## src/rtl/key_conditioner.sv

```systemverilog
// Multi-channel key/switch conditioner: polarity normalise, 2-FF sync, stability debounce,
// stretched press/release pulses and optional auto-repeat per channel.
module key_conditioner #(
  parameter int unsigned      WIDTH         = 2,
  parameter logic [WIDTH-1:0] ACTIVE_LOW    = '1,
  parameter int unsigned      TIMEOUT       = 50000,
  parameter int unsigned      TIMEOUT_WIDTH = 16,
  parameter int unsigned      PULSE_EXT     = 1,
  parameter bit               REPEAT_EN     = 1'b0,
  parameter int unsigned      REPEAT_DELAY  = 25000000,
  parameter int unsigned      REPEAT_PERIOD = 5000000,
  parameter int unsigned      REPEAT_WIDTH  = 25
) (
  input  logic             clk,
  input  logic             rst,
  input  logic [WIDTH-1:0] data_in,
  output logic [WIDTH-1:0] level_o,
  output logic [WIDTH-1:0] press_o,
  output logic [WIDTH-1:0] release_o,
  output logic [WIDTH-1:0] repeat_o,
  output logic             any_event_o
);

  localparam int unsigned PulseW = (PULSE_EXT > 1) ? $clog2(PULSE_EXT) : 1;

  typedef enum logic [1:0] {StIdle, StDelay, StRepeat} rep_state_e;

  logic [WIDTH-1:0]         sync1_q, sync2_q;
  logic [WIDTH-1:0]         level_q, level_d;
  logic [WIDTH-1:0]         press_q, press_d;
  logic [WIDTH-1:0]         release_q, release_d;
  logic [WIDTH-1:0]         repeat_q, repeat_d;
  logic                     any_q;
  logic [WIDTH-1:0]         tog, rise, fall;
  logic [TIMEOUT_WIDTH-1:0] cnt_q [WIDTH];
  logic [TIMEOUT_WIDTH-1:0] cnt_d [WIDTH];
  logic [PulseW-1:0]        pcnt_q [WIDTH];
  logic [PulseW-1:0]        pcnt_d [WIDTH];
  logic [REPEAT_WIDTH-1:0]  rcnt_q [WIDTH];
  logic [REPEAT_WIDTH-1:0]  rcnt_d [WIDTH];
  rep_state_e               st_q [WIDTH];
  rep_state_e               st_d [WIDTH];

  always_ff @(posedge clk or posedge rst) begin
    if (rst) begin
      sync1_q   <= '0;
      sync2_q   <= '0;
      level_q   <= '0;
      press_q   <= '0;
      release_q <= '0;
      repeat_q  <= '0;
      any_q     <= 1'b0;
      for (int i = 0; i < WIDTH; i++) begin
        cnt_q[i]  <= '0;
        pcnt_q[i] <= '0;
        rcnt_q[i] <= '0;
        st_q[i]   <= StIdle;
      end
    end else begin
      sync1_q   <= data_in ^ ACTIVE_LOW;
      sync2_q   <= sync1_q;
      level_q   <= level_d;
      press_q   <= press_d;
      release_q <= release_d;
      repeat_q  <= repeat_d;
      any_q     <= |(press_q | release_q | repeat_q);
      for (int i = 0; i < WIDTH; i++) begin
        cnt_q[i]  <= cnt_d[i];
        pcnt_q[i] <= pcnt_d[i];
        rcnt_q[i] <= rcnt_d[i];
        st_q[i]   <= st_d[i];
      end
    end
  end

  // Debounce: any sample matching the current level restarts the stability count.
  always_comb begin
    tog = '0;
    for (int i = 0; i < WIDTH; i++) begin
      cnt_d[i] = '0;
      if (sync2_q[i] != level_q[i]) begin
        if (cnt_q[i] == TIMEOUT_WIDTH'(TIMEOUT - 1)) begin
          tog[i] = 1'b1;
        end else begin
          cnt_d[i] = cnt_q[i] + 1'b1;
        end
      end
    end
  end

  assign level_d = level_q ^ tog;
  assign rise    = tog & ~level_q;
  assign fall    = tog & level_q;

  // A new edge reloads the stretch counter and cancels the opposite pulse.
  always_comb begin
    press_d   = press_q;
    release_d = release_q;
    for (int i = 0; i < WIDTH; i++) begin
      pcnt_d[i] = pcnt_q[i];
      if (rise[i]) begin
        press_d[i]   = 1'b1;
        release_d[i] = 1'b0;
        pcnt_d[i]    = PulseW'(PULSE_EXT - 1);
      end else if (fall[i]) begin
        press_d[i]   = 1'b0;
        release_d[i] = 1'b1;
        pcnt_d[i]    = PulseW'(PULSE_EXT - 1);
      end else if (pcnt_q[i] != '0) begin
        pcnt_d[i] = pcnt_q[i] - 1'b1;
      end else begin
        press_d[i]   = 1'b0;
        release_d[i] = 1'b0;
      end
    end
  end

  always_comb begin
    repeat_d = '0;
    for (int i = 0; i < WIDTH; i++) begin
      st_d[i]   = st_q[i];
      rcnt_d[i] = rcnt_q[i];
      if (!REPEAT_EN || fall[i]) begin
        st_d[i]   = StIdle;
        rcnt_d[i] = '0;
      end else begin
        case (st_q[i])
          StIdle: begin
            if (rise[i]) begin
              st_d[i]   = StDelay;
              rcnt_d[i] = '0;
            end
          end
          StDelay: begin
            if (rcnt_q[i] == REPEAT_WIDTH'(REPEAT_DELAY - 1)) begin
              repeat_d[i] = 1'b1;
              rcnt_d[i]   = '0;
              st_d[i]     = StRepeat;
            end else begin
              rcnt_d[i] = rcnt_q[i] + 1'b1;
            end
          end
          StRepeat: begin
            if (rcnt_q[i] == REPEAT_WIDTH'(REPEAT_PERIOD - 1)) begin
              repeat_d[i] = 1'b1;
              rcnt_d[i]   = '0;
            end else begin
              rcnt_d[i] = rcnt_q[i] + 1'b1;
            end
          end
          default: begin
            st_d[i]   = StIdle;
            rcnt_d[i] = '0;
          end
        endcase
      end
    end
  end

  assign level_o     = level_q;
  assign press_o     = press_q;
  assign release_o   = release_q;
  assign repeat_o    = repeat_q;
  assign any_event_o = any_q;

endmodule

```

## config.mk

```make
export PLATFORM = sky130hd
export DESIGN_NAME = key_conditioner
export DESIGN_NICKNAME = d
export VERILOG_FILES = /design/src/rtl/key_conditioner.sv
export SDC_FILE = /design/constraint.sdc
export NUM_CORES = 1
export LEC_CHECK = 0
export CORE_ASPECT_RATIO = 1.1
export CORE_MARGIN = 10
export CORE_UTILIZATION = 50
export CTS_CLUSTER_DIAMETER = 200
export DETAILED_ROUTE_END_ITERATION = 7
export PLACE_DENSITY = 0.69
export SYNTH_ARGS = -nofsm -noshare
export SYNTH_HDL_FRONTEND = slang
export SYNTH_SLANG_ARGS = --single-unit
```

## constraint.sdc

```tcl
create_clock -name clk -period 2.63 [get_ports clk]
set_clock_uncertainty 0.1 [all_clocks]
set_input_delay 0.789 -clock clk [delete_from_list [all_inputs] [get_ports clk]]
set_output_delay 0.789 -clock clk [all_outputs]
set_load 0.01 [all_outputs]
```

* Word level (Yosys, flattened, before mapping)
Cells that the tools add are included.
** Storage, ports and cells
- Register bits :: 45
- Input port bits :: 4
- Output and inout bits :: 9
** Operators by class
- Add/sub/neg operators :: 4
- Equal/unequal tests :: 6
- Multiplexer cells :: 24
- Bitwise gates (word level) :: 6
- Reduce and logical (&&, ||, !) cells :: 1
** Operators by type and width (count)
- 16-bit two-way mux :: 4
- 16-bit by 1-bit adder with 16-bit output (second input constant) :: 2
- 16-bit equality test (second input constant) :: 2
- 1-bit two-way mux :: 20
- 3-bit inequality test (second input constant) :: 2
- 2-bit AND :: 2
- 2-bit inverter :: 2
- 1-bit inequality test :: 2
- 2-bit OR :: 1
- 2-bit OR reduction :: 1
- 1-bit subtractor (second input constant) :: 2
- 2-bit bitwise XOR :: 1

* Depth between registers and ports, before layout
Gate-level depths: netlist of the first run.
- Depth after elaboration :: 6
- Mapped depth :: 6
- Gate-level depth less buffers :: 5

* Worst setup path after synthesis of the first run
No wires, ideal clock.
- Kind :: flip-flop to flip-flop
- Start :: register cnt_q[13] (netlist bit)
- End :: register (tool-made name)
- Data arrival time :: 1.770 ns
- Required time :: 2.405 ns
- Path slack :: 0.635 ns
- Cell stages (with the launch flop) :: 4
- Cell sequence :: dfrtp_1 -> or4b_1 -> or4_4 -> mux2_4
** RTL lines
- from (decl) :: RTL line 35 : logic [TIMEOUT_WIDTH-1:0] cnt_q [WIDTH];
- from (signal, indexed assignment) :: RTL line 68 : cnt_q[i] <= cnt_d[i];

==> run summary, run 1 <==
The flow ran to the end, and the final reports show no timing, DRC or antenna violations. In the post-synthesis netlist, the biggest area contributors are dfrtp_1 55%, xnor2_1 8.9%, nor2_1 6.5%. The highest fanout seen on the critical path is 15. The cell area after synthesis came out at 1971 um^2. Signal routing reaches up to met4. The remaining design rule violation count is 0. TritonCTS built the clock tree.

The biggest area contributor in the post-synthesis netlist is dfrtp_1. The detailed router put a total of between 1.5 and 2 mm of wire on met1. From synthesis to final layout, the design area changed by 13.02%. Global routing used between 10% and 20% of the available tracks across all layers. Cell internal power was estimated by the tool at 992.3 uW. The post-synthesis average cell area came out at roughly 11 um^2. The number of global-route vias before repair is 1411. Across the VDD grid, the largest voltage drop is 362.8 uV.

Buffers inserted to repair hold after CTS numbered 0. The final worst-path setup slack is between 0.3 and 0.4 ns. 13 I/O pins were placed. Per report_power, the clock group accounts for a little over two fifths of the total. Dividing the final minimum period by the clock period gives 85.24%. The via density per instance came out at about 5.5. The number of standard cells after synthesis is about 190. Headroom to the max-slew limit came out at 64.52%. The die covers approximately 6900 um^2.

The floorplan has 23 rows. Detailed routing inserted a total of about 1400 vias. The net switching power is between 200 and 300 uW.

The fraction of the yosys area taken by sequential cells came out at approximately 55%. The fraction of final layout cells sized beyond drive strength 1 came out at 6.965%. The fraction of power consumed by combinational cells is under 10%. For the worst setup path, the data required time is between 2 and 3 ns. The number of max-cap violations is 0.

The number of antenna violations at the first check in global routing came out at 0. Subtracting the final worst setup slack from the clock period gives approximately 2.2 ns. Measured in cells, the most critical reg-to-reg path has a length of 5. The antenna violation net count after detailed routing came out at 0. The insertion delay of the later-clocked pin in the worst-skew pair came out at roughly 0.29 ns.

The hold violation total from the final report is 0. The endpoint identified for the worst register-to-register timing path is cnt_q[19]. The startpoint identified for the worst hold timing path is sync1_q[1]. For this configuration, the core starts out at a cell density of 53.08%. Entering global routing, the biggest net connects between 40 and 50 pins.

The total number of yosys warnings came out at 0. Detailed routing placed a total of ~2 mm of wire on met2. The final weighted congestion in routability-driven placement came out at between 0.8 and 0.9.

Measured along the y axis, the die boundary spans between 80 and 90 um. The length of the first detailed-routing pass in iterations is 4. The aggregate negative setup slack came out at 0 ns.

The final cell count without fillers is about 250. The clock-pin slew of the registers on the worst-case setup and hold paths came out at 0.08 ns. The number of violations reported at the end of detailed-routing iteration 0 is 77. The path class of the tightest hold or removal check is flip-flop to flip-flop.

In this run the deepest clock path goes through 2 buffers. The type of the worst setup path is flip-flop to flip-flop. The arrival time reported for the critical path endpoint came out at between 2 and 2.5 ns. The setup slack on the worst flop-to-flop path came out at 0.39 ns.

The analysis attributes to cell leakage a power of between 0.9 and 1 nW. The count of buffers from port buffering came out at 10. Counting instances, the worst hold path has a depth of 0. The post-layout net count came out at approximately 200.

The first global-routing pass estimated 6.334 mm of wire. The portion of total power attributed to sequential cells is a little over half. The switching share of power is a little over a fifth. The floorplan step defined a core boundary enclosing about 3700 um^2. STA classifies the critical path startpoint as a flip-flop. The horizontal die dimension is 79.86 um.

The number of storage elements in the synthesis netlist is 43. The count of distinct cell types in the synthesized netlist is 31. Setup violations remaining at the end of the flow were counted as 0. The finished layout cell area is approximately 2200 um^2. The slew at the pin with the worst max-slew slack came out at about 0.53 ns. In this run the critical register-to-register path is launched from cnt_q[16]. The post-CTS setup buffer count came out at 0.

The power per cell area came out at roughly 560 nW/um^2. The total power of the final layout is around 1.3 mW. The tightest hold margin came out at between 0.2 and 0.3 ns. The endpoint with the worst hold slack is sync2_q[1]. The post-place instance area is 2110 um^2. Dividing the detail-routed wire length by the instance count gives 14.89 um. The total congestion overflow after global routing is 0. The tree is rooted in a clkbuf_8.

Setup repair after global routing left no endpoint under its margin. The post-placement cell count is 243. The maximum clock frequency came out at around 0.45 GHz. The routed length on met3 came out at approximately 110 um.

The H-tree was split into 2 levels. The estimated wirelength of the detail-placed design came out at ~2.6 mm. The total detailed-routing wirelength came out at 3.737 mm. The number of clock buffers inserted by TritonCTS came out at 5. Counting every sink on the clock net gives 43.

The share of synthesized area in the top cell type comes to between 50% and 60%. Once the clock tree was built, the resizer swapped 0 gates to a different size. The worst setup path is captured at a flip-flop. Cells fill 59.99% of the core in the end. The count of pins over their slew limit is 0.

The antenna diode count is 0. The setup slack after placement came out at about 0.44 ns.
## area by class of cell
type	instances	area (um^2)
well taps	50	62.56
flip-flops and latches	43	1076
fillers	303	1485
repair buffers	11	107.6
clock inverters	2	35.03
inverters	7	26.28
clock buffers	6	82.58
multi-input cells	132	837.1
## cells in the final DEF (no fill, tap or decap), drive strengths merged, types with 2 or more instances in the layout
cell type      netlist  layout
ha                   2       2
clkdlybuf4s50        0      10
inv                  7       7
or3                  2       2
clkbuf               1       6
mux2                 2       2
dfrtp               43      43
xnor2               20      20
xor2                 9       9
nand2                9       9
or4                  4       4
nand3               11      11
nor2                34      34
nand4               10      10
conb                 1       2
nand4bb              3       3
nor3b                4       4
and3                 3       3
nor4                 6       6
nor3                 6       6
## per-layer routing
layer | GRT usage (%) | up-vias
met3 | 3.132 | 4
li1 | - | 659
met2 | 20.54 | 22
met4 | 3.686 | 0
met1 | 12.70 | 698
met5 | 0 | -
## cell usage after synthesis
| master | instances |
|---|---|
| or4b_1 | 1 |
| clkbuf_1 | 1 |
| and3_1 | 2 |
| buf_2 | 1 |
| conb_1 | 1 |
| nor3b_1 | 4 |
| inv_1 | 7 |
| mux2_1 | 1 |
| nand2_4 | 1 |
| nor3_1 | 6 |
| and3_2 | 1 |
| o31ai_1 | 1 |
| nand2_1 | 8 |
| nand4_1 | 10 |
| ha_1 | 2 |
| buf_4 | 2 |
| dfrtp_1 | 43 |
| and4_1 | 1 |
| xnor2_1 | 20 |
| nand4bb_1 | 3 |
| nor4_1 | 6 |
| or4_1 | 3 |
| nand3_1 | 11 |
| or4_4 | 1 |
| a21oi_1 | 1 |
| or3b_2 | 1 |
| buf_6 | 1 |
| nor2_1 | 34 |
| or3_1 | 2 |
| mux2_4 | 1 |
| xor2_1 | 9 |
## kinds of logic after synthesis
group	count (synthesis)	share of synthesized area [%]
other cells	1	0.1903
buf+inv	12	3.111
compound gates	2	0.6348
fa+ha+maj	2	1.270
simple gates	95	25.97
mux	2	1.333
flops	43	54.60
xor+xnor	29	12.89
## sequential cells by signal, indices dropped and copies added (netlist names), named ones only
name	flops
cnt_q	32
press_o	2
release_o	2
sync1_q	2
sync2_q	2
any_event_o	1
## power groups by stage
stage	clock [mW]	sequential, mW	combinational [mW]
3_5_place_dp	0	0.695	0.0435
3_3_place_gp	0	0.694	0.0411
2_1_floorplan	0	0.692	0.0336
6_report	0.529	0.682	0.0425
4_1_cts	0.534	0.682	0.0439
5_1_grt	0.559	0.684	0.0500
## how the worst max path moves through the flow
| stage | start | end | slack [ns] | cells after the start |
|---|---|---|---|---|
| after floorplan | cnt_q[13] | flip-flop | 0.63 | 3 |
| after global placement | cnt_q[16] | cnt_q[31] | 0.55 | 5 |
| after detailed placement | cnt_q[16] | cnt_q[19] | 0.44 | 5 |
| after CTS | cnt_q[16] | cnt_q[19] | 0.40 | 5 |
| after global routing | cnt_q[16] | cnt_q[19] | 0.22 | 5 |
| final | cnt_q[16] | cnt_q[19] | 0.39 | 5 |
## worst max-delay path: stages (launching register included)
cell     delay, ns
dfrtp_1       0.40
ha_1          0.22
nand4_1       0.20
or4_1         0.63
nand2_1       0.43
nor2_1        0.12
Note: power is estimated with default switching activity, not from simulation.
==> inputs of run 2 (changes only) <==
==> constraint.sdc (replaced) <==
create_clock -name clk -period 2.2 [get_ports clk]
set_clock_uncertainty 0.1 [all_clocks]
set_input_delay 0.66 -clock clk [delete_from_list [all_inputs] [get_ports clk]]
set_output_delay 0.66 -clock clk [all_outputs]
set_load 0.01 [all_outputs]
==> run 2 against run 1 <==
Highest routed layer unchanged; global-route usage rose by 0.29 points; clock-buffer cell count shrank 1; largest power group unchanged; design area grew 3.1%; core utilization is 1.9 points higher; routed wire length is 0.86% lower; setup slack got worse by 0.25 ns; clock power up 37%; total power increased by 28%; die area unchanged; critical path depth is 2 lower; first-iteration DRC count rose by 30%.
==> run summary, run 2 (same netlist as run 1, synthesis figures left out) <==
The highest fanout seen on the critical path is 5. The type of the worst setup path is flip-flop to flip-flop. The finished layout cell area is 2296 um^2. CTS saw 43 sinks.

The aggregate negative setup slack is 0 ns. The via density per instance came out at approximately 5.4. The largest net degree at the start of global routing is 44. The final weighted congestion in routability-driven placement is about 0.92. At the worst endpoint, the required time is between 2 and 2.5 ns. Max-cap violations in this run came to 0. The final route contains ~1400 vias. The post-CTS setup buffer count is 0. Setup violations remaining at the end of the flow were counted as 0. Global routing used roughly an eighth of the available tracks. TritonCTS created 5 clock buffers. The level count of the clock H-tree came out at 2. The worst-case reg-to-reg path depth came out at 3.

Setup repair after global routing left no endpoint under its margin. The insertion delay of the later-clocked pin in the worst-skew pair is ~0.30 ns. The global-route track usage on met2 is between 20% and 30%.

The horizontal die dimension came out at around 80 um. The number of flip-flops in the largest register came out at 32. The length of the first detailed-routing pass in iterations came out at 4. The maximum clock frequency is a little under 0.5 GHz. The layer with the highest usage is met2. Wires add up to approximately 3.7 mm. The run finished with clean final reports.

The I/O pin count is 13. The post-synthesis to final-layout area growth came out at 16.51%. The hold violation total from the final report came out at 0. The antenna violation net count after detailed routing is 0. Cells with a size suffix above 1 make up under 10% of the layout. Counting flops per register, the top entry is cnt_q. The initial core utilization is ~53%. TritonCTS built the clock tree.

No sink is reached through more buffers than the 2 on the longest clock path. The cell with the biggest individual delay on the critical path is or4_4. The clock period minus worst slack came out at about 2.1 ns. For this design the ratio of total power to cell area is about 700 nW/um^2. The library cell used most frequently in the layout, excluding fill and tap cells, is dfrtp_1.

Global routing used under 10% of the available met3 tracks. The signal on the critical path passes through or4b_1, or4_4, mux2_4. The origin of the critical flop-to-flop path is cnt_q[11]. The antenna diode count is 0. The count of buffer and inverter cells on the critical path came out at 0. The routed length per instance is roughly 14 um. The global-route wire length before repair is between 6 and 7 mm.

The leakage power came out at between 0.9 and 1 nW. The post-cts repair resize count came out at 0. The height of the die is between 80 and 90 um. The floorplan die area came out at between 6000 and 7000 um^2. STA classifies the critical path startpoint as a flip-flop.

The estimated wirelength of the detail-placed design is ~2.6 mm. The worst path uses 93.90% of the clock period. The tightest min-delay check is of the flip-flop to flip-flop type.

The arrival time reported for the critical path endpoint came out at roughly 2.2 ns. The count of buffers from port buffering is 10. The total congestion overflow after global routing is 0. VDD sags by at most between 400 and 500 uV. The launching instance or port of the critical path is cnt_q[11]. The remaining design rule violation count is 0.

The post-place instance area came out at 2160 um^2. The count of pins over their slew limit is 0. On the critical path the largest part of the delay comes from simple AND/OR/NAND/NOR gates. The clock-pin slew of the registers on the worst-case setup and hold paths came out at 0.08 ns. The number of global-route vias before repair came out at ~1500.

The met1 layer usage reported by global route came out at 12.05%. The highest cell delay on the worst timing path came out at approximately 0.60 ns. STA classifies the critical path endpoint as a flip-flop.

The floorplan step defined a core boundary enclosing ~3700 um^2. In the layout the commonest cells are 43 x dfrtp_1, 34 x nor2_1, 20 x xnor2_1. The net count of the finished layout is between 200 and 250. The number of violations reported at the end of detailed-routing iteration 0 is 100. The number of core rows is 23. The root buffer cell chosen for the clock tree is clkbuf_8. The number of hold buffers added after cts came out at 0. In this run the number of cells on the critical path is 3. The setup slack on the worst flop-to-flop path is roughly 0.13 ns. The number of antenna violations at the first check in global routing came to 0.
[run 2: changes by cell type in the layout (fill, tap and decap cells not counted)]
cell	delta
buf_12	+1
buf_4	+4
bufinv_16	+1
clkbuf_8	-1
clkinv_2	-1
clkinvlp_4	+1
[run 2: worst register-to-register path: stages, from the launching register on]
cell	delay, ns
dfrtp_1	0.41
or4b_1	0.52
or4_4	0.60
mux2_4	0.32
[run 2: layout make-up]
cell class,count,area (um^2)
timing repair buffer,16,157.7
inverter,7,26.28
multi-input combinational,132,837.1
clock inverter,3,67.56
sequential,43,1076
clock buffer,5,68.82
tap,50,62.56
fill,291,1416
[run 2: worst min path at each step]
stage	from	endpoint	slack [ns]	cells after the start
after floorplan	sync1_q[0]	sync2_q[0]	0.23	0
after global placement	sync1_q[0]	sync2_q[0]	0.23	0
after detailed placement	sync1_q[0]	sync2_q[0]	0.24	0
after CTS	sync1_q[0]	sync2_q[0]	0.26	0
after global routing	sync1_q[0]	sync2_q[0]	0.27	0
final	sync1_q[0]	sync2_q[0]	0.26	0
[run 2: metrics by stage]
| stage | std cells | setup WS [ns] | total power, mW | hold WS (ns) | util, % |
|---|---|---|---|---|---|
| finish | 256 | 0.1343 | 1.598 | 0.2576 | 61.85 |
| global route | 256 | 0.1047 | 1.651 | 0.2654 | 61.85 |
| CTS | 256 | 0.1386 | 1.615 | 0.2596 | 61.85 |
| detailed placement | 248 | 0.1556 | 0.8889 | 0.2402 | 58.17 |
| global placement | 248 | 0.1821 | 0.8850 | 0.2331 | 58.17 |
| floorplan | 187 | 0.2049 | 0.8679 | 0.2312 | - |
[run 2: power by group]
part           total (mW)  internal [mW]  switching [mW]  leakage, nW
clock               0.726          0.452           0.274       0.0644
sequential          0.816          0.802          0.0139        0.587
combinational      0.0558         0.0216          0.0342        0.299
[run 2: routing by layer]
layer,vias to the layer above,wire (um)
li1,669,-
met1,683,1481
met2,29,2030
met3,9,136
met4,0,56
met5,-,0
